## config.mk

```make
export PLATFORM = sky130hd
export DESIGN_NAME = uart_program_loader
export DESIGN_NICKNAME = d
export VERILOG_FILES = /design/src/rtl/uart_program_loader.sv
export SDC_FILE = /design/constraint.sdc
export NUM_CORES = 1
export LEC_CHECK = 0
export CORE_ASPECT_RATIO = 1.2
export CORE_MARGIN = 2
export CORE_UTILIZATION = 61
export CTS_CLUSTER_DIAMETER = 50
export CTS_CLUSTER_SIZE = 40
export DETAILED_ROUTE_END_ITERATION = 12
export GPL_ROUTABILITY_DRIVEN = 0
export PLACE_DENSITY = 0.95
export SLEW_MARGIN = 10
export SYNTH_ARGS = -nofsm -noshare
export SYNTH_HDL_FRONTEND = slang
export SYNTH_SLANG_ARGS = --single-unit
```

## constraint.sdc

```tcl
create_clock -name clk -period 3.6 [get_ports clk]
set_clock_uncertainty 0.1 [all_clocks]
set_input_delay 0.72 -clock clk [delete_from_list [all_inputs] [get_ports clk]]
set_output_delay 0.72 -clock clk [all_outputs]
set_load 0.01 [all_outputs]
```

## src/rtl/uart_program_loader.sv

```systemverilog
// UART (8N1) boot loader: receives a program image byte by byte, packs
// little-endian 32-bit words and writes them to instruction memory cells
// 0..CELL_NUMBERS-1. The CPU is held until the last cell has been written.
module uart_program_loader #(
    parameter int CLKS_PER_BIT = 868,
    parameter int CELL_NUMBERS = 64,
    parameter int ADDR_WIDTH   = 6
) (
    input  logic                  clk,
    input  logic                  rst,
    input  logic                  uart_rx,
    output logic                  mem_we,
    output logic [ADDR_WIDTH-1:0] mem_addr,
    output logic [31:0]           mem_wdata,
    output logic                  cpu_hold,
    output logic                  load_done,
    output logic                  frame_err
);

    localparam int BAUD_W = (CLKS_PER_BIT > 1) ? $clog2(CLKS_PER_BIT) : 1;
    localparam logic [BAUD_W-1:0]     HALF_M1   = BAUD_W'(CLKS_PER_BIT / 2 - 1);
    localparam logic [BAUD_W-1:0]     FULL_M1   = BAUD_W'(CLKS_PER_BIT - 1);
    localparam logic [ADDR_WIDTH-1:0] LAST_CELL = ADDR_WIDTH'(CELL_NUMBERS - 1);

    typedef enum logic [2:0] {IDLE, START, DATA, STOP, WRITE, DONE} state_t;

    state_t                state_q;
    logic                  rx_meta_q, rx_sync_q;
    logic [BAUD_W-1:0]     baud_q;
    logic [2:0]            bit_cnt_q;
    logic [1:0]            byte_cnt_q;
    logic [ADDR_WIDTH-1:0] word_idx_q;
    logic [7:0]            shift_q;
    logic [23:0]           word_q;
    logic                  mem_we_q, cpu_hold_q, load_done_q, frame_err_q;
    logic [ADDR_WIDTH-1:0] mem_addr_q;
    logic [31:0]           mem_wdata_q;

    logic [7:0]            shift_d;
    logic [31:0]           word_d;

    // Next values of the byte shifter (LSB first) and of the full word once byte 3 lands
    assign shift_d = {rx_sync_q, shift_q[7:1]};
    assign word_d  = {shift_q, word_q};

    // Two-flop synchroniser for the asynchronous rx line; idles high
    always_ff @(posedge clk or negedge rst) begin
        if (!rst) begin
            rx_meta_q <= 1'b1;
            rx_sync_q <= 1'b1;
        end else begin
            rx_meta_q <= uart_rx;
            rx_sync_q <= rx_meta_q;
        end
    end

    // Receiver / loader FSM with registered memory and CPU-control outputs
    always_ff @(posedge clk or negedge rst) begin
        if (!rst) begin
            state_q     <= IDLE;
            baud_q      <= '0;
            bit_cnt_q   <= '0;
            byte_cnt_q  <= '0;
            word_idx_q  <= '0;
            shift_q     <= '0;
            word_q      <= '0;
            mem_we_q    <= 1'b0;
            mem_addr_q  <= '0;
            mem_wdata_q <= '0;
            cpu_hold_q  <= 1'b1;
            load_done_q <= 1'b0;
            frame_err_q <= 1'b0;
        end else begin
            mem_we_q    <= 1'b0;
            frame_err_q <= 1'b0;
            case (state_q)
                IDLE: begin
                    if (!rx_sync_q) begin
                        state_q <= START;
                        baud_q  <= '0;
                    end
                end
                START: begin
                    if (baud_q == HALF_M1) begin
                        baud_q <= '0;
                        if (rx_sync_q) begin
                            state_q <= IDLE;
                        end else begin
                            state_q   <= DATA;
                            bit_cnt_q <= '0;
                        end
                    end else begin
                        baud_q <= baud_q + 1'b1;
                    end
                end
                DATA: begin
                    if (baud_q == FULL_M1) begin
                        baud_q  <= '0;
                        shift_q <= shift_d;
                        if (bit_cnt_q == 3'd7) begin
                            state_q <= STOP;
                        end else begin
                            bit_cnt_q <= bit_cnt_q + 1'b1;
                        end
                    end else begin
                        baud_q <= baud_q + 1'b1;
                    end
                end
                STOP: begin
                    if (baud_q == FULL_M1) begin
                        baud_q <= '0;
                        if (!rx_sync_q) begin
                            // Bad stop bit: drop the byte, keep the byte position
                            frame_err_q <= 1'b1;
                            state_q     <= IDLE;
                        end else if (byte_cnt_q == 2'd3) begin
                            // Strobe is raised now so it is visible during WRITE
                            mem_we_q    <= 1'b1;
                            mem_addr_q  <= word_idx_q;
                            mem_wdata_q <= word_d;
                            state_q     <= WRITE;
                        end else begin
                            case (byte_cnt_q)
                                2'd0:    word_q[7:0]   <= shift_q;
                                2'd1:    word_q[15:8]  <= shift_q;
                                default: word_q[23:16] <= shift_q;
                            endcase
                            byte_cnt_q <= byte_cnt_q + 1'b1;
                            state_q    <= IDLE;
                        end
                    end else begin
                        baud_q <= baud_q + 1'b1;
                    end
                end
                WRITE: begin
                    byte_cnt_q <= '0;
                    if (word_idx_q == LAST_CELL) begin
                        state_q     <= DONE;
                        load_done_q <= 1'b1;
                        cpu_hold_q  <= 1'b0;
                    end else begin
                        word_idx_q <= word_idx_q + 1'b1;
                        state_q    <= IDLE;
                    end
                end
                // Terminal: rx is ignored until reset
                DONE:    state_q <= DONE;
                default: state_q <= IDLE;
            endcase
        end
    end

    assign mem_we    = mem_we_q;
    assign mem_addr  = mem_addr_q;
    assign mem_wdata = mem_wdata_q;
    assign cpu_hold  = cpu_hold_q;
    assign load_done = load_done_q;
    assign frame_err = frame_err_q;

endmodule

```

; ---- After elaboration in Yosys (flattened, before gate mapping)
; Cells that the tools add are included.
[totals]
ff_bits = 100
latch_bits = 0
ram_bits = 0
rom_bits = 0
input_bits = 3
output_inout_bits = 42
n_memories = 0
[classes]
add_sub_neg = 4
n_mul = 0
div = 0
magnitude_cmp = 0
n_eq_ne = 20
shifts = 0
muxes = 30
n_bitwise = 3
reduce_logical = 18
[op_table]
columns = operator, count
row1 = $mux W3, 12
row2 = $mux W10, 3
row3 = $pmux W10 S3, 1
row4 = $reduce_and A5 Y1, 5
row5 = $ne A2 B2 Y1 const B, 9
row6 = $pmux W3 S6, 1
row7 = $add A10 B1 Y10 const B, 1
row8 = $eq A10 B10 Y1 const B, 1
row9 = $eq A10 B9 Y1 const B, 1
row10 = $eq A3 B3 Y1 const B, 3
row11 = $mux W2, 4
row12 = $reduce_and A2 Y1, 4
row13 = $reduce_and A4 Y1, 2
row14 = $mux W1, 7
row15 = $add A6 B1 Y6 const B, 1
row16 = $eq A3 B2 Y1 const B, 2
row17 = $eq A6 B6 Y1 const B, 1
row18 = $pmux W3 S2, 1
row19 = $pmux W2 S2, 1
row20 = $reduce_bool A2 Y1, 2
row21 = $reduce_or A2 Y1, 2
row22 = $add A3 B1 Y3 const B, 1
row23 = $eq A3 B1 Y1 const B, 1
row24 = $logic_not A3 Y1, 1
row25 = 6 further kinds, 8

; ---- Depth between registers and ports, before layout
; Gate-level depths: netlist (run 1).
[depth]
ltp_word = 5
mapped_depth = 8
depth_no_buf = 6

; ---- Least setup slack after synthesis (run 1)
; No wires, ideal clock.
[synth_path]
kind = reg2reg
startpoint = register baud_q[4]
endpoint = register word_q[1]
setup_ns = 0.125
arrival_time_ns = 1.871
t_required_ns = 3.375
setup_slack_ns = 1.504
path_stages_with_launch = 9
period_less_slack_ns = 2.096
path_cell_list = dfrtp_1 -> buf_4 -> and4bb_1 -> buf_4 -> and4_4 -> buf_6 -> and4_1 -> buf_2 -> mux2_2
[synth_between]
elab_chain_cells = 2
[synth_rtl]
columns = element, line_no
row1 = "start, declared", 29  ; logic [BAUD_W-1:0] baud_q;
row2 = "start signal, assigned", 93  ; baud_q <= baud_q + 1'b1;
row3 = "start signal, assigned", 106  ; baud_q <= baud_q + 1'b1;
row4 = "start signal, assigned", 132  ; baud_q <= baud_q + 1'b1;
row5 = $eq A10 B10 Y1, 110  ; if (baud_q == FULL_M1) begin
row6 = $reduce_and A5 Y1 (no source line), --
row7 = "end signal, assigned", 124  ; 2'd0: word_q[7:0] <= shift_q;
row8 = "end, declared", 34  ; logic [23:0] word_q;
; Every way passes these cells.
; A chain may end at the register's enable or synchronous reset.

; ---- Worst setup path in the final report (run 1)
[layout_path]
startpoint = register baud_q[3]
endpoint = register mem_wdata_q[0], in the netlist mem_wdata[0]
[layout_between]
elab_chain_cells = 2
[layout_rtl]
columns = element, line_no
row1 = $eq A10 B10 Y1, 110
row2 = $reduce_and A4 Y1 (no source line), --
row3 = "end signal, assigned", 120  ; mem_wdata_q <= word_d;
row4 = "end, declared", 37  ; logic [31:0] mem_wdata_q;
; Every way passes these cells.

==> results.md, run 1 <==
* Status: completed
* Final Hold Vio Count at 0
* Final #Nets at 379
* I/O pins at 45
* Max incr delay on CP at 0.52 ns
* Die Area at a little over 0.008 mm²
* R2R Setup Slk at 0.91 ns
* Min-Delay Path Class: reg2reg
* Congestion Overflow GR at 0
* Postcts setup bufs at 0
* Mapped cell area at ~0.0045 mm²
* Unrepaired setup endpoints after global routing: no
* Synthesized net count at 338
* Worst hold start: rx_meta_q
* CP Capture Type: flip-flop
* Post-CTS sizing at 0
* CTS root buf: clkbuf_8
* # rows at 34
* Final min period at 2.69 ns
* Initial antenna violation count at 0
* Hold Crit Depth at 0
* VDD IR max at roughly 300 µV
* Largest net degree at the start of global routing at 63
* R2R Path End: mem_wdata[0]
* Vias in the first global route at 2870
* Critical setup path kind: reg2reg
* Clk Latency, worst-skew pair at 0.37 ns
* Final worst-path cycle share at 0.746
* Worst r2r src: baud_q[3]
* Die height at 97.9 µm
* Async set-reset flop share out of synthesis at 1.00
* Sequential share of the synthesized area at 0.559
* Endpoint, Worst Hold: rx_sync_q
* CTS tree: built
* # H-tree levels at 3
* IO buf count at 44
* Antenna Cells at 0
* Bufs and invs on worst path at 1
* CP startpoint kind: flip-flop
* Maximum clock path buffer count at 2
* DP Wirelength at 5830 µm
* Number of flops mapped to enable cells by yosys at 0
* Number of distinct library cells after synthesis at 56
* Setup TNS at 0 ns
* Arrival time of the worst setup path at 2.84 ns
* Setup Slack @ Placement at ~0.93 ns
* R2R cell count at 5
* Clock sinks at 100
* Global-route wire length before repair at roughly 14000 µm
* Chip width at 82.3 µm
* Slowest-stage cell, CP: nand3_4
* Max-slew violations at 0
* Clk slew on worst S/H paths at ~0.090 ns
* Tot GR Track Use at 0.228
* WL per Instance at 18.3 µm
* Final Cell Area at 0.00514 mm²
* Layout cells sized above 1 at 0.269
* Fillers at 472
* Pwr Density at 365 mW/mm²
* Final setup viols at 0
* Cts hold-fix bufs at 0
* Fmax at between 0.3 and 0.4 GHz
* 1st-iter DRT viols at 186
* Initial Util at 0.624
* Syn Inst Count at 326
* Vias/cell at 6.00
* Final setup margin at 0.913 ns
* Total core area at 0.00719 mm²
* DRC errors left at 0
* ANT nets after route at 0
* Final WL at around 8500 µm
* Slew headroom at 0.360
* DP Area at 0.00494 mm²
* Vias at 2774
* Worst-Margin Slew at between 0.9 and 1 ns
* Crit path max-delay family: simple AND/OR/NAND/NOR gates
* Leakage at 2.48 nW
* Max-cap viol count at 0
* Critical Path RT at 3.75 ns
* Pre-antenna DRT Iters at 4
* Synth warn at 0
* Synthesized flop and latch total at 100
* CP cell instances: and4bb_1, and4_4, nand3_4, inv_1, mux2_2
* Syn avg cell area at 13.8 µm²
* Worst-path fanout max at 37
* Main flop type after synthesis: dfrtp_1
* Number of buffers created by CTS at 9
* Layout area overhead at 14.8%
synthesized netlist by cell type, drive strengths merged (2+ instances only):
library cell,n,area share
o21a,3,0.0050
clkbuf,6,0.0050
a41oi,3,0.0059
and4,5,0.010
inv,13,0.011
o211ai,5,0.0084
dfstp,3,0.018
o21bai,4,0.0067
a21oi,7,0.0078
nor4,5,0.0070
a311oi,2,0.0053
xor2,3,0.0059
o22ai,2,0.0028
nand2,14,0.012
nor2b,2,0.0028
o21ai,8,0.0089
mux2,72,0.21
o2111ai,2,0.0039
a22o,2,0.0039
a22oi,3,0.0050
xnor2,2,0.0039
and4bb,2,0.0056
nand4,2,0.0028
nor2,7,0.0059
dfrtp,97,0.54
o2bb2ai,2,0.0039
nor3,4,0.0056
ha,9,0.025
nand3,9,0.014
buf,10,0.019
nor3b,2,0.0033
sequential cells by signal, indices dropped and copies added (netlist names):
name        cells
mem_we          1
bit_cnt_q       3
baud_q         10
rx_sync_q       1
mem_wdata      32
rx_meta_q       1
state_q         3
load_done       1
word_idx_q      6
word_q         24
mem_addr        6
frame_err       1
shift_q         8
cpu_hold        1
byte_cnt_q      2
final cells by class:
class                   instances  area, µm²  share of cell area
repair buffers                 46        453              0.0880
inverters                      13       48.8             0.00948
clock buffers                   9        124              0.0241
multi-input cells             197       1820               0.354
well taps                      90        113              0.0219
clock inverters                 7       81.3              0.0158
flip-flops and latches        100       2510               0.487
power breakdown:
part,switching (mW),total [mW],internal [mW]
Sequential,0.00169,1.13,1.12
Clock,0.396,0.727,0.331
Combinational,0.0210,0.0244,0.00342
placed cells by master, fill, tap and decap left out, drive strengths merged, types with 4 or more instances in the layout:
cell type      Yosys  routed
nand3              9       9
nor4               5       5
clkbuf             6       9
clkdlybuf4s50      0      43
a21oi              7       7
ha                 9       9
nor3               4       4
inv               13      16
nor2               7       7
o211ai             5       5
o21ai              8       8
and4               5       5
o21bai             4       4
dfrtp             97      97
nand2             14      14
mux2              72      72
per-layer routing:
layer | vias up | wire length, µm | track usage
li1 | 1275 | - | -
met1 | 1411 | 3500 | 0.287
met2 | 67 | 4510 | 0.385
met4 | 0 | 202 | 0.0949
met3 | 21 | 248 | 0.0360
met5 | - | 0 | 0
through the flow:
stage / hold WS, ns / power, mW / utilization / instances
detailed placement: 0.259 / 1.17 / 0.687 / 446
finish: 0.269 / 1.88 / 0.716 / 462
global route: 0.267 / 1.94 / 0.716 / 462
CTS: 0.274 / 1.89 / 0.716 / 462
global placement: 0.246 / 1.17 / 0.687 / 446
floorplan: 0.245 / 1.15 / - / 326
worst max path at each step:
stage                from  cells past startpoint      endpoint
2_1_floorplan   baud_q[4]                      8     word_q[1]
3_3_place_gp    baud_q[3]                      5  mem_wdata[0]
3_5_place_dp    baud_q[3]                      5  mem_wdata[0]
4_1_cts         baud_q[3]                      5  mem_wdata[0]
5_1_grt        state_q[1]                      5  mem_wdata[0]
6_report        baud_q[3]                      5  mem_wdata[0]
kinds of logic (layout without fill, tap and decap cells):
kind of cell	count (synthesis)	count (layout)	share of synthesized area
DFF	100	100	0.559
and+or+nand+nor	60	60	0.0823
AOI/OAI and AO/OA	50	50	0.0804
buffers and inverters	29	75	0.0352
muxes	73	73	0.208
xor gates and xnor gates	5	5	0.00977
adders and majority gates	9	9	0.0251
No activity file was read; power rests on OpenSTA's default activity.
==> run 2: changes to the inputs <==
--- a/config.mk
+++ b/config.mk
@@ -7,12 +7,12 @@
 export LEC_CHECK = 0
 export CORE_ASPECT_RATIO = 1.2
 export CORE_MARGIN = 2
-export CORE_UTILIZATION = 61
+export CORE_UTILIZATION = 51
 export CTS_CLUSTER_DIAMETER = 50
 export CTS_CLUSTER_SIZE = 40
 export DETAILED_ROUTE_END_ITERATION = 12
 export GPL_ROUTABILITY_DRIVEN = 0
-export PLACE_DENSITY = 0.95
+export PLACE_DENSITY = 0.88
 export SLEW_MARGIN = 10
 export SYNTH_ARGS = -nofsm -noshare
 export SYNTH_HDL_FRONTEND = slang
==> constraint.sdc (replaced) <==
create_clock -name clk -period 2.4 [get_ports clk]
set_clock_uncertainty 0.1 [all_clocks]
set_input_delay 0.48 -clock clk [delete_from_list [all_inputs] [get_ports clk]]
set_output_delay 0.48 -clock clk [all_outputs]
set_load 0.01 [all_outputs]
==> run 2 against run 1 <==
- die area up 19%
- cell count up 9.1%
- critical endpoint is now word_q[15]
- worst hold slack worse by 0.0093 ns
- register-to-register slack got worse by 0.67 ns
- largest cell class unchanged
- clock power increased by 55%
==> results.md, run 2 (synthesis results as in run 1) <==
* Status: completed
* Global-route wire length before repair at 14200 µm (+0.69%)
* CP Launch Point: state_q[0]
* Most frequent cells in the layout: 97 x dfrtp_1, 43 x clkdlybuf4s50_1, 41 x mux2_2, 30 x mux2_4, 15 x buf_4
* Antenna Cells at 0 (unchanged)
* Critical setup path kind: reg2reg
* Placed Instances at 487 (+9.2%)
* R2R cell count at 5 (unchanged)
* Layout area overhead at 18.7%
* Worst-path fanout max at 8 (-78%)
* Arrival time of the worst setup path at 2.31 ns (-0.53 ns)
* Largest net degree at the start of global routing at 45 (-29%)
* Number of flip-flops in the largest register at 32 (unchanged)
* Worst-Margin Slew at 0.604 ns (-0.356 ns)
* CP startpoint kind: flip-flop
* Unrepaired setup endpoints after global routing: no
* IO buf count at 44 (unchanged)
* Pwr Density at 537 mW/mm² (+47%)
* Final Hold Vio Count at 0 (unchanged)
* Pre-antenna DRT Iters at 5 (+1)
* CP cell instances: inv_1, nor3_2, buf_4, and4_1, mux2_2
* Die height at 107 µm (+9.0%)
* Total core area at 0.00856 mm² (+19%)
* Crit path max-delay family: simple AND/OR/NAND/NOR gates
* Setup TNS at 0 ns (unchanged)
* Setup Slack @ Placement at 0.242 ns (-0.690 ns)
* Sequential Power Share at 0.590 (-0.010)
* Max incr delay on CP at 0.45 ns (-0.07 ns)
* Final setup viols at 0 (unchanged)
* Final WL at 8380 µm (-1.0%)
* Number of buffers created by CTS at 9 (unchanged)
* Critical Path RT at 2.55 ns (-1.20 ns)
* Fmax at 0.463 GHz (+24%)
* Max-cap viol count at 0 (unchanged)
* Worst r2r src: state_q[0]
* Leakage at 2.58 nW (+3.9%)
* DP Area at 0.00510 mm² (+3.3%)
* CP Capture Type: flip-flop
* Vias/cell at 5.58 (-7.0%)
* Slowest-stage cell, CP: dfrtp_1
* Cell-internal power at 2.22 mW (+52%)
* Final Cell Area at 0.00532 mm² (+3.5%)
* Final min period at 2.16 ns (-0.528 ns)
* Layout cells sized above 1 at 0.292 (+0.0232)
* VDD IR max at 286 µV (-4.6%)
* DP Wirelength at 6100 µm (+4.6%)
* Switch Pwr at 0.637 mW (+52%)
* Clk Latency, worst-skew pair at 0.37 ns (about the same)
* Post-layout util at 0.621 (-0.0942)
* Max-slew violations at 0 (unchanged)
* WL per Instance at 16.6 µm (-9.3%)
* Die Area at 0.00956 mm² (+19%)
* Most common cell after layout, fill and taps aside: dfrtp_1
* Worst path depth at 5 (unchanged)
* Chip width at 89.6 µm (+8.9%)
* Clock sinks at 100 (unchanged)
* DRC errors left at 0 (unchanged)
* Crit path capture: word_q[15]
* Initial Util at 0.523 (-0.100)
* Final #Nets at 394 (+4.0%)
* Power share of the combinational group at 0.014 (about the same)
* 1st-iter DRT viols at 170 (-8.6%)
* Sw frac at 0.223 (-0.000438)
* CTS tree: built
* Bufs and invs on worst path at 2 (+1)
* # rows at 37 (+8.8%)
* I/O pins at 45 (unchanged)
* R2R Path End: word_q[15]
* R2R Setup Slk at 0.24 ns (-0.67 ns)
* Vias in the first global route at 2918 (+1.7%)
* Initial antenna violation count at 0 (unchanged)
* Maximum clock path buffer count at 2 (unchanged)
* Final setup margin at 0.241 ns (-0.672 ns)
* Slew headroom at 0.587 (+0.227)
* Clk slew on worst S/H paths at 0.09 ns (about the same)
* Vias at 2813 (+1.4%)
* Final worst-path cycle share at 0.900 (+0.153)
* Tot GR Track Use at 0.193 (-0.0353)
* Min-Delay Path Class: reg2reg
* CTS root buf: clkbuf_8
* Congestion Overflow GR at 0 (unchanged)
* ANT nets after route at 0 (unchanged)
* Final Non-Filler Cells at 504 (+9.1%)
* Clk pwr share at 0.395 (+0.008)
* # H-tree levels at 3 (unchanged)
## run 2: changes by cell type in the layout (fill, tap and decap cells not counted)
cell           change
clkbuf_8           +1
clkinvlp_4         -3
buf_4             +12
clkinv_4           +1
buf_12             +2
dlygate4sd3_1      +1
clkbuf_1           +1
## run 2: final cells by class
type / instances / area [µm²]
fillers: 643 / 3240
flip-flops and latches: 100 / 2510
multi-input cells: 197 / 1820
repair buffers: 61 / 593
well taps: 117 / 146
clock buffers: 11 / 141
clock inverters: 5 / 67.6
inverters: 13 / 48.8
## run 2: metrics by stage
stage / hold WS [ns] / total power, mW
2_1_floorplan: 0.0844 / 1.72
3_3_place_gp: 0.246 / 1.76
3_5_place_dp: 0.247 / 1.76
4_1_cts: 0.261 / 2.88
5_1_grt: 0.265 / 2.96
6_report: 0.260 / 2.86
## run 2: per-layer routing
metal / GRT usage / vias up / part of all wire
met2: 0.322 / 81 / 0.52
met3: 0.0400 / 18 / 0.035
met5: 0 / - / 0
li1: - / 1299 / -
met1: 0.240 / 1415 / 0.42
met4: 0.0778 / 0 / 0.024
## run 2: worst min path at each step
stage	startpoint	endpoint	slack, ns	cells past startpoint
after floorplan	rst	baud_q[0]	0.08	0
after global placement	rx_meta_q	rx_sync_q	0.25	0
after detailed placement	rx_meta_q	rx_sync_q	0.25	0
after CTS	rx_meta_q	rx_sync_q	0.26	0
after global routing	rx_meta_q	rx_sync_q	0.26	0
final	rx_meta_q	rx_sync_q	0.26	0
## run 2: power groups by stage
stage	Clock (mW)	Sequential (mW)	Combinational, mW
final	1.13	1.69	0.0411
after global routing	1.23	1.69	0.0489
after CTS	1.15	1.69	0.0437
after detailed placement	0	1.72	0.0422
after global placement	0	1.72	0.0405
after floorplan	0	1.72	0.00240
## run 2: what timing repair did
action	CTS	global route
hold endpoints to repair	35	0
gates resized for setup	0	0
setup endpoints to repair	0	0
buffers inserted	0	0
hold buffers	1	0
==> run 3: changes to the inputs <==
--- a/config.mk
+++ b/config.mk
@@ -6,13 +6,13 @@
 export NUM_CORES = 1
 export LEC_CHECK = 0
 export CORE_ASPECT_RATIO = 1.2
-export CORE_MARGIN = 2
+export CORE_MARGIN = 5
 export CORE_UTILIZATION = 51
 export CTS_CLUSTER_DIAMETER = 50
 export CTS_CLUSTER_SIZE = 40
 export DETAILED_ROUTE_END_ITERATION = 12
 export GPL_ROUTABILITY_DRIVEN = 0
-export PLACE_DENSITY = 0.88
+export PLACE_DENSITY = 0.86
 export SLEW_MARGIN = 10
 export SYNTH_ARGS = -nofsm -noshare
 export SYNTH_HDL_FRONTEND = slang
==> run 3 against run 2 <==
- worst setup slack got worse by 0.038 ns
- sequential share of layout area is 0.17 points higher
- combinational power is 4% lower
- total power is 1.1% higher
- design area down 0.35%
- non-clock buffer count decreased by 3
- critical path type unchanged
- largest power group unchanged
==> results.md, run 3 (synthesis results as in run 1) <==
* R2R Setup Slk at 0.20 ns (-0.04 ns)
* CP cell instances: inv_1, ha_1, nor4bb_1, a311oi_2, or4_1, a21oi_1
* 1st-iter DRT viols at 129 (-24%)
* Min-Delay Path Class: reg2reg
* CP Launch Point: baud_q[1]
* Tot GR Track Use at 0.171 (-0.0221)
* VDD IR max at 306 µV (+7.1%)
* Vias in the first global route at 2886 (-1.1%)
* CTS tree: built
* CP startpoint kind: flip-flop
* Initial antenna violation count at 0 (unchanged)
* Status: completed
* Worst hold start: rx_meta_q
* Setup TNS at 0 ns (unchanged)
* DRC errors left at 0 (unchanged)
* Layout area overhead at 18.3%
* Most frequent cells in the layout: 97 x dfrtp_1, 43 x clkdlybuf4s50_1, 41 x mux2_2, 30 x mux2_4, 14 x nand2_1
* Post-CTS sizing at 0 (unchanged)
* I/O pins at 45 (unchanged)
* Hold Worst Slack at 0.260 ns (+0.0000400 ns)
* # H-tree levels at 3 (unchanged)
* Vias/cell at 5.65 (+1.2%)
* Layout cells sized above 1 at 0.285 (-0.00739)
* Slowest-stage cell, CP: nor4bb_1
* Pwr Density at 545 mW/mm² (+1.5%)
* Most common cell after layout, fill and taps aside: dfrtp_1
* ANT nets after route at 0 (unchanged)
* Worst r2r src: baud_q[1]
* Vias at 2825 (+0.43%)
* Clk slew on worst S/H paths at 0.09 ns (about the same)
* Fmax at 0.455 GHz (-1.7%)
* Final setup viols at 0 (unchanged)
* Clk Latency, worst-skew pair at 0.37 ns (about the same)
* Maximum clock path buffer count at 2 (unchanged)
* Bufs and invs on worst path at 1 (-1)
* R2R Path End: state_q[1]
* IO buf count at 44 (unchanged)
* Worst path depth at 6 (+1)
* Fillers at 650 (+1.1%)
* Max-cap viol count at 0 (unchanged)
* Critical Path RT at 2.59 ns (+0.04 ns)
* Largest net degree at the start of global routing at 73 (+62%)
* Leakage at 2.56 nW (-0.75%)
* Number of flip-flops in the largest register at 32 (unchanged)
* Critical setup path kind: reg2reg
* Crit path capture: state_q[1]
* Crit path max-delay family: simple AND/OR/NAND/NOR gates
* # rows at 37 (unchanged)
* Postcts setup bufs at 0 (unchanged)
* Die height at 113 µm (+5.6%)
* Worst-path fanout max at 9 (+1)
* Initial Util at 0.523 (unchanged)
* Chip width at 95.6 µm (+6.7%)
* Final Hold Vio Count at 0 (unchanged)
* Slew headroom at 0.616 (+0.0295)
* Max-slew violations at 0 (unchanged)
* Max incr delay on CP at 0.51 ns (+0.06 ns)
* Die Area at 0.0108 mm² (+13%)
* CTS root buf: clkbuf_8
* Total core area at 0.00856 mm² (unchanged)
* Final WL at 8550 µm (+2.0%)
* Clock sinks at 100 (unchanged)
* Unrepaired setup endpoints after global routing: no
* Antenna Cells at 0 (unchanged)
* Hold Crit Depth at 0 (unchanged)
* R2R cell count at 6 (+1)
* CP Capture Type: flip-flop
* Congestion Overflow GR at 0 (unchanged)
* Final worst-path cycle share at 0.915 (+0.0157)
* Worst-Margin Slew at 0.561 ns (-0.0431 ns)
* Global-route wire length before repair at 14500 µm (+1.8%)
* DP Wirelength at 6010 µm (-1.4%)
* Arrival time of the worst setup path at 2.39 ns (+0.08 ns)
* WL per Instance at 17.1 µm (+2.8%)
* Number of buffers created by CTS at 9 (unchanged)
* Final min period at 2.20 ns (+0.0378 ns)
* Final #Nets at 391 (-0.76%)
* Pre-antenna DRT Iters at 4 (-1)
==> run 3: cell types whose count changed in the layout (fill, tap and decap cells not counted), sizes merged <==
cell	before	now
clkinvlp	0	1
bufinv	1	2
inv	16	14
clkbuf	11	10
buf	17	14
==> run 3: per-stage QoR <==
stage	setup slack, ns	util	power, mW	instance area (µm²)	instances
after floorplan	0.304	-	1.72	4480	326
after detailed placement	0.222	0.593	1.76	5080	484
final	0.203	0.619	2.89	5300	500
after global routing	0.0108	0.619	2.99	5300	500
after CTS	0.210	0.619	2.91	5300	500
after global placement	0.270	0.593	1.76	5080	484
==> run 3: how the worst min path moves through the flow <==
| stage | to | slack, ns |
|---|---|---|
| floorplan | baud_q[0] | 0.08 |
| global placement | rx_sync_q | 0.25 |
| detailed placement | rx_sync_q | 0.25 |
| CTS | rx_sync_q | 0.26 |
| global route | rx_sync_q | 0.26 |
| finish | rx_sync_q | 0.26 |
==> run 3: per-layer routing <==
layer	wire (µm)	part of all wire	GRT usage	vias up
met3	390	0.046	0.0352	9
li1	-	-	-	1289
met2	4390	0.51	0.282	71
met4	108	0.013	0.0617	0
met5	0	0	0	-
met1	3660	0.43	0.221	1456
==> run 3: what timing repair did <==
action / in CTS / in global routing
hold buffers: 1 / 0
endpoints found under the setup margin: 0 / 0
endpoints found under the hold margin: 28 / 0
==> run 3: cell type report <==
cell class,count,area (µm²),area share
Tap cell,117,146,0.0276
Clock buffer,10,128,0.0241
Sequential cell,100,2510,0.473
Multi-Input combinational cell,197,1820,0.343
Inverter,13,48.8,0.00920
Clock inverter,5,85.1,0.0160
Timing Repair Buffer,58,571,0.108
==> run 3: where the power goes <==
group	internal [mW]	total (mW)	leakage, nW	switching [mW]
Combinational	0.00750	0.0396	1.08	0.0321
Clock	0.587	1.16	0.103	0.577
Sequential	1.69	1.69	1.37	0.00239
Total	2.28	2.89	2.56	0.612
